## src/rtl/multicycle_control_fsm_pkg.sv

```systemverilog
// Shared definitions for the multi-cycle MIPS control FSM: states, instruction
// classes, opcodes, control-bundle bit positions and ALU i-op codes.
package multicycle_control_fsm_pkg;

  typedef enum logic [2:0] {
    ST_IDLE   = 3'd0,
    ST_FETCH  = 3'd1,
    ST_DECODE = 3'd2,
    ST_EXEC   = 3'd3,
    ST_MEM    = 3'd4,
    ST_WB     = 3'd5
  } state_t;

  // Determines the path after EXEC.
  typedef enum logic [1:0] {
    CLS_BRANCH = 2'd0,  // jumps and branches finish in EXEC
    CLS_LOAD   = 2'd1,
    CLS_STORE  = 2'd2,
    CLS_ALU    = 2'd3   // R-type, ALU immediates, LUI
  } instr_cls_t;

  localparam logic [5:0] OP_RTYPE = 6'd0;
  localparam logic [5:0] OP_J     = 6'd2;
  localparam logic [5:0] OP_JAL   = 6'd3;
  localparam logic [5:0] OP_BEQ   = 6'd4;
  localparam logic [5:0] OP_BNE   = 6'd5;
  localparam logic [5:0] OP_ADDI  = 6'd8;
  localparam logic [5:0] OP_ADDIU = 6'd9;
  localparam logic [5:0] OP_SLTI  = 6'd10;
  localparam logic [5:0] OP_SLTIU = 6'd11;
  localparam logic [5:0] OP_ANDI  = 6'd12;
  localparam logic [5:0] OP_ORI   = 6'd13;
  localparam logic [5:0] OP_LUI   = 6'd15;
  localparam logic [5:0] OP_LW    = 6'd35;
  localparam logic [5:0] OP_SW    = 6'd43;

  localparam int CB_REG_DEST   = 0;
  localparam int CB_JUMP       = 1;
  localparam int CB_BEQ        = 2;
  localparam int CB_BNE        = 3;
  localparam int CB_MEM_WRITE  = 4;
  localparam int CB_MEM_READ   = 5;
  localparam int CB_ALU_OP0    = 6;
  localparam int CB_ALU_OP1    = 7;
  localparam int CB_MEM_TO_REG = 8;
  localparam int CB_WRITE_REG  = 9;
  localparam int CB_ALU_SRC    = 10;
  localparam int CB_LUI        = 11;

  localparam logic [3:0] IOP_AND = 4'd0;
  localparam logic [3:0] IOP_OR  = 4'd1;
  localparam logic [3:0] IOP_ADD = 4'd2;
  localparam logic [3:0] IOP_SLT = 4'd7;

  // States in which the memory interface is being waited on.
  function automatic logic is_mem_phase(input state_t s);
    return (s == ST_FETCH) || (s == ST_MEM);
  endfunction

endpackage

```

## src/rtl/multicycle_control_fsm_ctrl_decode_rom.sv

```systemverilog
// Combinational opcode decoder: control bundle, ALU i-op, instruction class
// and illegal-opcode flag. Registered by the FSM at the end of DECODE.
module multicycle_control_fsm_ctrl_decode_rom
  import multicycle_control_fsm_pkg::*;
#(
  parameter int OPCODE_W = 6,
  parameter int CTRL_W   = 12,
  parameter int IOP_W    = 4
) (
  input  logic [OPCODE_W-1:0] opcode,
  output logic [CTRL_W-1:0]   ctrl,
  output logic [IOP_W-1:0]    iop,
  output instr_cls_t          cls,
  output logic                illegal
);

  always_comb begin
    // NOTE: every output gets a default before the case so no path can infer a latch.
    ctrl    = '0;
    iop     = '0;
    cls     = CLS_ALU;
    illegal = 1'b0;
    case (opcode)
      OP_RTYPE: begin
        ctrl[CB_REG_DEST]  = 1'b1;
        ctrl[CB_ALU_OP1]   = 1'b1;
        ctrl[CB_WRITE_REG] = 1'b1;
      end
      OP_LW: begin
        ctrl[CB_MEM_READ]   = 1'b1;
        ctrl[CB_MEM_TO_REG] = 1'b1;
        ctrl[CB_WRITE_REG]  = 1'b1;
        ctrl[CB_ALU_SRC]    = 1'b1;
        cls                 = CLS_LOAD;
      end
      OP_SW: begin
        ctrl[CB_MEM_WRITE] = 1'b1;
        ctrl[CB_ALU_SRC]   = 1'b1;
        cls                = CLS_STORE;
      end
      OP_BEQ, OP_BNE: begin
        ctrl[CB_BEQ]     = (opcode == OP_BEQ);
        ctrl[CB_BNE]     = (opcode == OP_BNE);
        ctrl[CB_ALU_OP1] = 1'b1;
        cls              = CLS_BRANCH;
      end
      OP_ADDI, OP_ADDIU, OP_SLTI, OP_SLTIU, OP_ANDI, OP_ORI: begin
        ctrl[CB_ALU_OP0]   = 1'b1;
        ctrl[CB_ALU_OP1]   = 1'b1;
        ctrl[CB_WRITE_REG] = 1'b1;
        ctrl[CB_ALU_SRC]   = 1'b1;
        case (opcode)
          OP_ADDI, OP_ADDIU: iop = IOP_ADD;
          OP_SLTI, OP_SLTIU: iop = IOP_SLT;
          OP_ORI:            iop = IOP_OR;
          default:           iop = IOP_AND;
        endcase
      end
      OP_LUI: begin
        ctrl[CB_WRITE_REG] = 1'b1;
        ctrl[CB_ALU_SRC]   = 1'b1;
        ctrl[CB_LUI]       = 1'b1;
      end
      OP_J, OP_JAL: begin
        ctrl[CB_JUMP] = 1'b1;
        cls           = CLS_BRANCH;
      end
      default: illegal = 1'b1;
    endcase
  end

endmodule

```

## src/rtl/multicycle_control_fsm.sv

```systemverilog
// Multi-cycle MIPS control sequencer: FETCH/DECODE/EXEC/MEM/WB with memory
// wait states, stall freeze, illegal-opcode and memory-timeout handling.
module multicycle_control_fsm
  import multicycle_control_fsm_pkg::*;
#(
  parameter int OPCODE_W    = 6,
  parameter int CTRL_W      = 12,
  parameter int IOP_W       = 4,
  parameter int MEM_TIMEOUT = 16
) (
  input  logic                clk,
  input  logic                rst,
  input  logic                run,
  input  logic                stall,
  input  logic [OPCODE_W-1:0] opcode,
  input  logic                mem_ack,
  output logic [CTRL_W-1:0]   ctrl_bus,
  output logic [IOP_W-1:0]    i_op,
  output logic                mem_req,
  output logic                ir_write,
  output logic                pc_write,
  output logic                rf_write,
  output logic                illegal,
  output logic                timeout,
  output logic                busy
);

  localparam int TIMER_W = $clog2(MEM_TIMEOUT + 1);

  state_t             state;
  state_t             state_next;
  state_t             end_state;
  instr_cls_t         cls;
  logic [TIMER_W-1:0] timer;
  logic               mem_phase;
  logic               expired;

  logic [CTRL_W-1:0]  rom_ctrl;
  logic [IOP_W-1:0]   rom_iop;
  instr_cls_t         rom_cls;
  logic               rom_illegal;

  multicycle_control_fsm_ctrl_decode_rom #(
    .OPCODE_W (OPCODE_W),
    .CTRL_W   (CTRL_W),
    .IOP_W    (IOP_W)
  ) u_rom (
    .opcode  (opcode),
    .ctrl    (rom_ctrl),
    .iop     (rom_iop),
    .cls     (rom_cls),
    .illegal (rom_illegal)
  );

  assign mem_phase = is_mem_phase(state);
  assign expired   = mem_phase && !mem_ack && (timer == TIMER_W'(MEM_TIMEOUT - 1));
  // Where a finished instruction goes: next fetch, or park when run has dropped.
  assign end_state = run ? ST_FETCH : ST_IDLE;
  assign mem_req   = mem_phase;
  assign busy      = (state != ST_IDLE);

  always_comb begin
    state_next = state;
    ir_write   = 1'b0;
    pc_write   = 1'b0;
    rf_write   = 1'b0;
    illegal    = 1'b0;
    timeout    = 1'b0;
    // Stall outranks everything, including a pending mem_ack.
    if (!stall) begin
      case (state)
        ST_IDLE: if (run) state_next = ST_FETCH;
        ST_FETCH: begin
          if (mem_ack) begin
            ir_write   = 1'b1;
            pc_write   = 1'b1;
            state_next = ST_DECODE;
          end else if (expired) begin
            timeout    = 1'b1;
            state_next = ST_IDLE;
          end
        end
        ST_DECODE: begin
          if (rom_illegal) begin
            illegal    = 1'b1;
            state_next = end_state;
          end else begin
            state_next = ST_EXEC;
          end
        end
        ST_EXEC: begin
          case (cls)
            CLS_BRANCH: begin
              pc_write   = 1'b1;
              state_next = end_state;
            end
            CLS_LOAD, CLS_STORE: state_next = ST_MEM;
            default:             state_next = ST_WB;
          endcase
        end
        ST_MEM: begin
          if (mem_ack) begin
            state_next = (cls == CLS_LOAD) ? ST_WB : end_state;
          end else if (expired) begin
            timeout    = 1'b1;
            state_next = ST_IDLE;
          end
        end
        ST_WB: begin
          rf_write   = 1'b1;
          state_next = end_state;
        end
        default: state_next = ST_IDLE;
      endcase
    end
  end

  always_ff @(posedge clk or posedge rst) begin
    if (rst) begin
      state    <= ST_IDLE;
      timer    <= '0;
      cls      <= CLS_ALU;
      ctrl_bus <= '0;
      i_op     <= '0;
    end else if (!stall) begin
      // NOTE: non-blocking assignments so every register samples pre-edge values.
      state <= state_next;
      if (state_next != state) begin
        timer <= '0;
      end else if (mem_phase) begin
        timer <= timer + TIMER_W'(1);
      end
      // Bundle is captured once on DECODE->EXEC and held until the instruction ends.
      if ((state == ST_DECODE) && (state_next == ST_EXEC)) begin
        ctrl_bus <= rom_ctrl;
        i_op     <= rom_iop;
        cls      <= rom_cls;
      end else if ((state_next == ST_IDLE) || (state_next == ST_FETCH) ||
                   (state_next == ST_DECODE)) begin
        ctrl_bus <= '0;
        i_op     <= '0;
      end
    end
  end

endmodule

```

## config.mk

```make
export PLATFORM = sky130hd
export DESIGN_NAME = multicycle_control_fsm
export DESIGN_NICKNAME = d
export VERILOG_FILES = /design/src/rtl/multicycle_control_fsm_pkg.sv /design/src/rtl/multicycle_control_fsm_ctrl_decode_rom.sv /design/src/rtl/multicycle_control_fsm.sv
export SDC_FILE = /design/constraint.sdc
export NUM_CORES = 1
export LEC_CHECK = 0
export CAP_MARGIN = 20
export CORE_MARGIN = 8
export CORE_UTILIZATION = 45
export CTS_CLUSTER_DIAMETER = 30
export DETAILED_ROUTE_END_ITERATION = 8
export PLACE_DENSITY = 0.75
export SYNTH_ARGS = -nofsm -noshare
export SYNTH_HDL_FRONTEND = slang
export SYNTH_SLANG_ARGS = --single-unit
```

## constraint.sdc

```tcl
create_clock -name clk -period 1.95 [get_ports clk]
set_input_delay 0.2925 -clock clk [delete_from_list [all_inputs] [get_ports clk]]
set_output_delay 0.2925 -clock clk [all_outputs]
set_load 0.02 [all_outputs]
```

==> results.sh <==
export IMPL_h_tree_depth=1
export IMPL_synthFlopType="dfrtp_1"
export IMPL_vias_per_cell=5.73
export IMPL_ys_warn_count=0
export IMPL_fin_area_um2=2350
export IMPL_hpwl_mm=3.32
export IMPL_wirelength_mm=4.72
export IMPL_wl_per_cell_um=16.7
export IMPL_fp_dieArea_um2=5510
export IMPL_clock_sinks=24
export IMPL_cellLeakagePower_uw=0.00103
export IMPL_grt_pass1_wl_mm=7.60
export IMPL_row_count=21
export IMPL_grt_pass1_vias=1699
export IMPL_ys_seq_elements=24
export IMPL_dr_first_iter_drc_count=108
export IMPL_cts_buffer_depth=2
export IMPL_fin_skew_ns=0.00675
export IMPL_worstReg2RegEnd="timer[2]"
export IMPL_syn_cell_area_um2=1530
export IMPL_swShare=0.403
export IMPL_cp_required_ns=2.19
export IMPL_place_area_um2=2120
export IMPL_p_int_uw=1360
export IMPL_syn2layout_area_growth_pct=54.3
export IMPL_setup_worst_path_class="reg2reg"
export IMPL_grt_max_degree=15
export IMPL_critPathMaxFanout=5
export IMPL_fin_nets=253
export IMPL_fin_crit_ns=2.01
export IMPL_num_io_pins=34
export IMPL_utilization=0.717
export IMPL_pwr_share_seq=0.268
export IMPL_crit_arrival_ns=2.25
export IMPL_initial_core_util=0.464
export IMPL_drt_pass1_iterations=4
export IMPL_holdWs_ns=0.193
export IMPL_cp_endpoint="timer[2]"
export IMPL_antenna_found_initial=0
export IMPL_irDropWorstVdd_mv=0.395
export IMPL_p_clk_frac=0.157
export IMPL_end_kind="register"
export IMPL_gp_congestion=0.988
export IMPL_io_buffers=32
export IMPL_die_h_um=74.2
export IMPL_status="complete, but fails checks"
export IMPL_grt_ovfl_total=0
export IMPL_p_total_uw=2280
export IMPL_setup_viol_count_final=5
export IMPL_finalHoldViolations=0
export IMPL_ant_nets=0
export IMPL_fmax_ghz=0.498
export IMPL_clockRootBuffer="clkbuf_4"
export IMPL_synth_seq_area_share=0.395
export IMPL_clk_pin_slew_ns=0.13
export IMPL_setup_slack_ns=-0.0579
export IMPL_reg2reg_depth=8
export IMPL_vias=1622
export IMPL_syn_instance_count=167
export IMPL_violations="negative setup slack"
export IMPL_p_switching_uw=918
export IMPL_cap_violations=0
export IMPL_combPwrFrac=0.575
export IMPL_core_area_um2=3280
export IMPL_synth_async_sr_flop_share=1.00
export IMPL_drc=0
export IMPL_cts_inserted_buffers=3
export IMPL_synth_edf_count=0
export IMPL_syn_area_per_cell_um2=9.13
export IMPL_power_density_nw_per_um2=969
export IMPL_track_usage=0.173
export IMPL_slew_violations=0
export IMPL_fillCellCount=246
export IMPL_tritoncts="done"
export IMPL_startpoint="cls[1]"
export IMPL_ctsHoldBuffers=0
export IMPL_worstHoldPathType="in2async"
export IMPL_clock_latency_ns=0.32
export IMPL_reg2reg_slack_ns=-0.06
export IMPL_die_w_um=74.2
export IMPL_layout_drive_gt1_share=0.363
export IMPL_synth_cell_type_count=53
export IMPL_antenna_cells=0
export IMPL_start_kind="register"
export IMPL_syn_nets=182
export IMPL_grt_setup_unrepaired="yes"
export IMPL_rr_startpoint="cls[1]"
export IMPL_fin_crit_sh=1.03
-- final cells by class --
class / instances / area, um^2 / share of cell area
Multi-Input combinational cell: 123 / 962 / 0.409
Timing Repair Buffer: 76 / 641 / 0.272
Sequential cell: 24 / 603 / 0.256
Tap cell: 46 / 57.6 / 0.0245
Inverter: 10 / 37.5 / 0.0159
Clock inverter: 1 / 30.0 / 0.0128
Clock buffer: 3 / 22.5 / 0.00957
-- registers in the layout, indices dropped and copies added, names as in the netlist --
register / flops
ctrl_bus: 11
timer: 5
i_op: 3
state: 3
cls: 2
-- worst min path at each step --
stage	start	to	slack, ns	depth (start not counted)
after detailed placement	ctrl_bus[9]	ctrl_bus[9]	0.47	2
after global routing	rst	timer[4]	0.24	2
after global placement	ctrl_bus[9]	ctrl_bus[9]	0.46	2
final	rst	timer[1]	0.19	2
after floorplan	rst	ctrl_bus[0]	0.31	1
after CTS	rst	timer[1]	0.19	2
-- cell usage in the layout (no fill, tap or decap), drive strengths merged, types with 2 or more instances in the layout --
cell type / instances
nor3b: 3
a22o: 4
or3: 3
a211oi: 2
nand2b: 3
dfrtp: 22
and3: 2
dlygate4sd2: 2
nand2: 23
nor2b: 5
o31ai: 6
inv: 10
nand3: 2
o21a: 2
clkdlybuf4s50: 24
buf: 46
nor3: 2
and2b: 2
dfstp: 2
a211o: 2
a221o: 2
ha: 4
nand4: 4
a21oi: 7
nor2: 13
o21ai: 12
clkbuf: 5
a32o: 5
-- cells by family (layout without fill, tap and decap cells) --
| kind of cell | count (synthesis) | after routing | synth area share |
|---|---|---|---|
| AOI/OAI and AO/OA | 49 | 50 | 0.242 |
| other | 1 | 1 | 0.00246 |
| adders and majority gates | 4 | 4 | 0.0328 |
| DFF | 24 | 24 | 0.395 |
| and+or+nand+nor | 67 | 67 | 0.245 |
| buffers and inverters | 21 | 90 | 0.0763 |
| xor gates and xnor gates | 1 | 1 | 0.00574 |
-- per-layer routing --
layer	part of all wire	wire length, um	GRT usage	vias to the layer above
met5	0	0	0	-
met2	0.52	2440	0.309	78
met4	0.039	183	0.0978	0
li1	-	-	-	738
met1	0.38	1780	0.182	787
met3	0.065	306	0.0418	19
-- metrics by stage --
step / instances / TNS [ns] / worst slack, ns
2_1_floorplan: 167 / 0 / 0.0372
3_3_place_gp: 273 / -4.31 / -0.368
3_5_place_dp: 273 / -5.64 / -0.415
4_1_cts: 279 / -0.264 / -0.143
5_1_grt: 283 / -0.666 / -0.119
6_report: 283 / -0.226 / -0.0579
-- power groups by stage --
stage,registers [uW],logic [uW],clock network (uW)
after floorplan,627,668,0
after global placement,615,1030,0
after detailed placement,620,1070,0
after CTS,610,1130,367
after global routing,619,1400,383
final,612,1310,358
-- Yosys cell counts, drive strengths merged (2+ instances only) --
| cell | instances | area share |
|---|---|---|
| nand2 | 23 | 0.057 |
| dfrtp | 22 | 0.36 |
| nor2 | 13 | 0.034 |
| o21ai | 12 | 0.042 |
| buf | 10 | 0.049 |
| inv | 10 | 0.025 |
| a21oi | 7 | 0.023 |
| o31ai | 6 | 0.039 |
| a32o | 5 | 0.033 |
| nor2b | 5 | 0.022 |
| a22o | 4 | 0.023 |
| ha | 4 | 0.033 |
| nand4 | 4 | 0.021 |
| nand2b | 3 | 0.012 |
| nor3b | 3 | 0.018 |
| or3 | 3 | 0.016 |
| a211oi | 2 | 0.013 |
| a221o | 2 | 0.013 |
| and2b | 2 | 0.013 |
| and3 | 2 | 0.0082 |
| dfstp | 2 | 0.034 |
| nand3 | 2 | 0.015 |
| nor3 | 2 | 0.0066 |
| o21a | 2 | 0.0098 |
-- what timing repair did --
item | in CTS | in global routing
setup endpoints to repair | 26 | 25
buffers inserted | 1 | 4
gates resized for setup | 22 | 32
pin swaps | 2 | 14
gates cloned | 1 | 0
-- worst max-delay path, stage by stage (launching register included) --
cell and delay (ns):
dfstp_2 0.55, inv_2 0.04, buf_6 0.11, ha_4 0.15, nand3b_1 0.21, or3_4 0.42, nand4_4 0.13, nand3_4 0.14
o211ai_1 0.20
(Power assumes the default switching activity.)
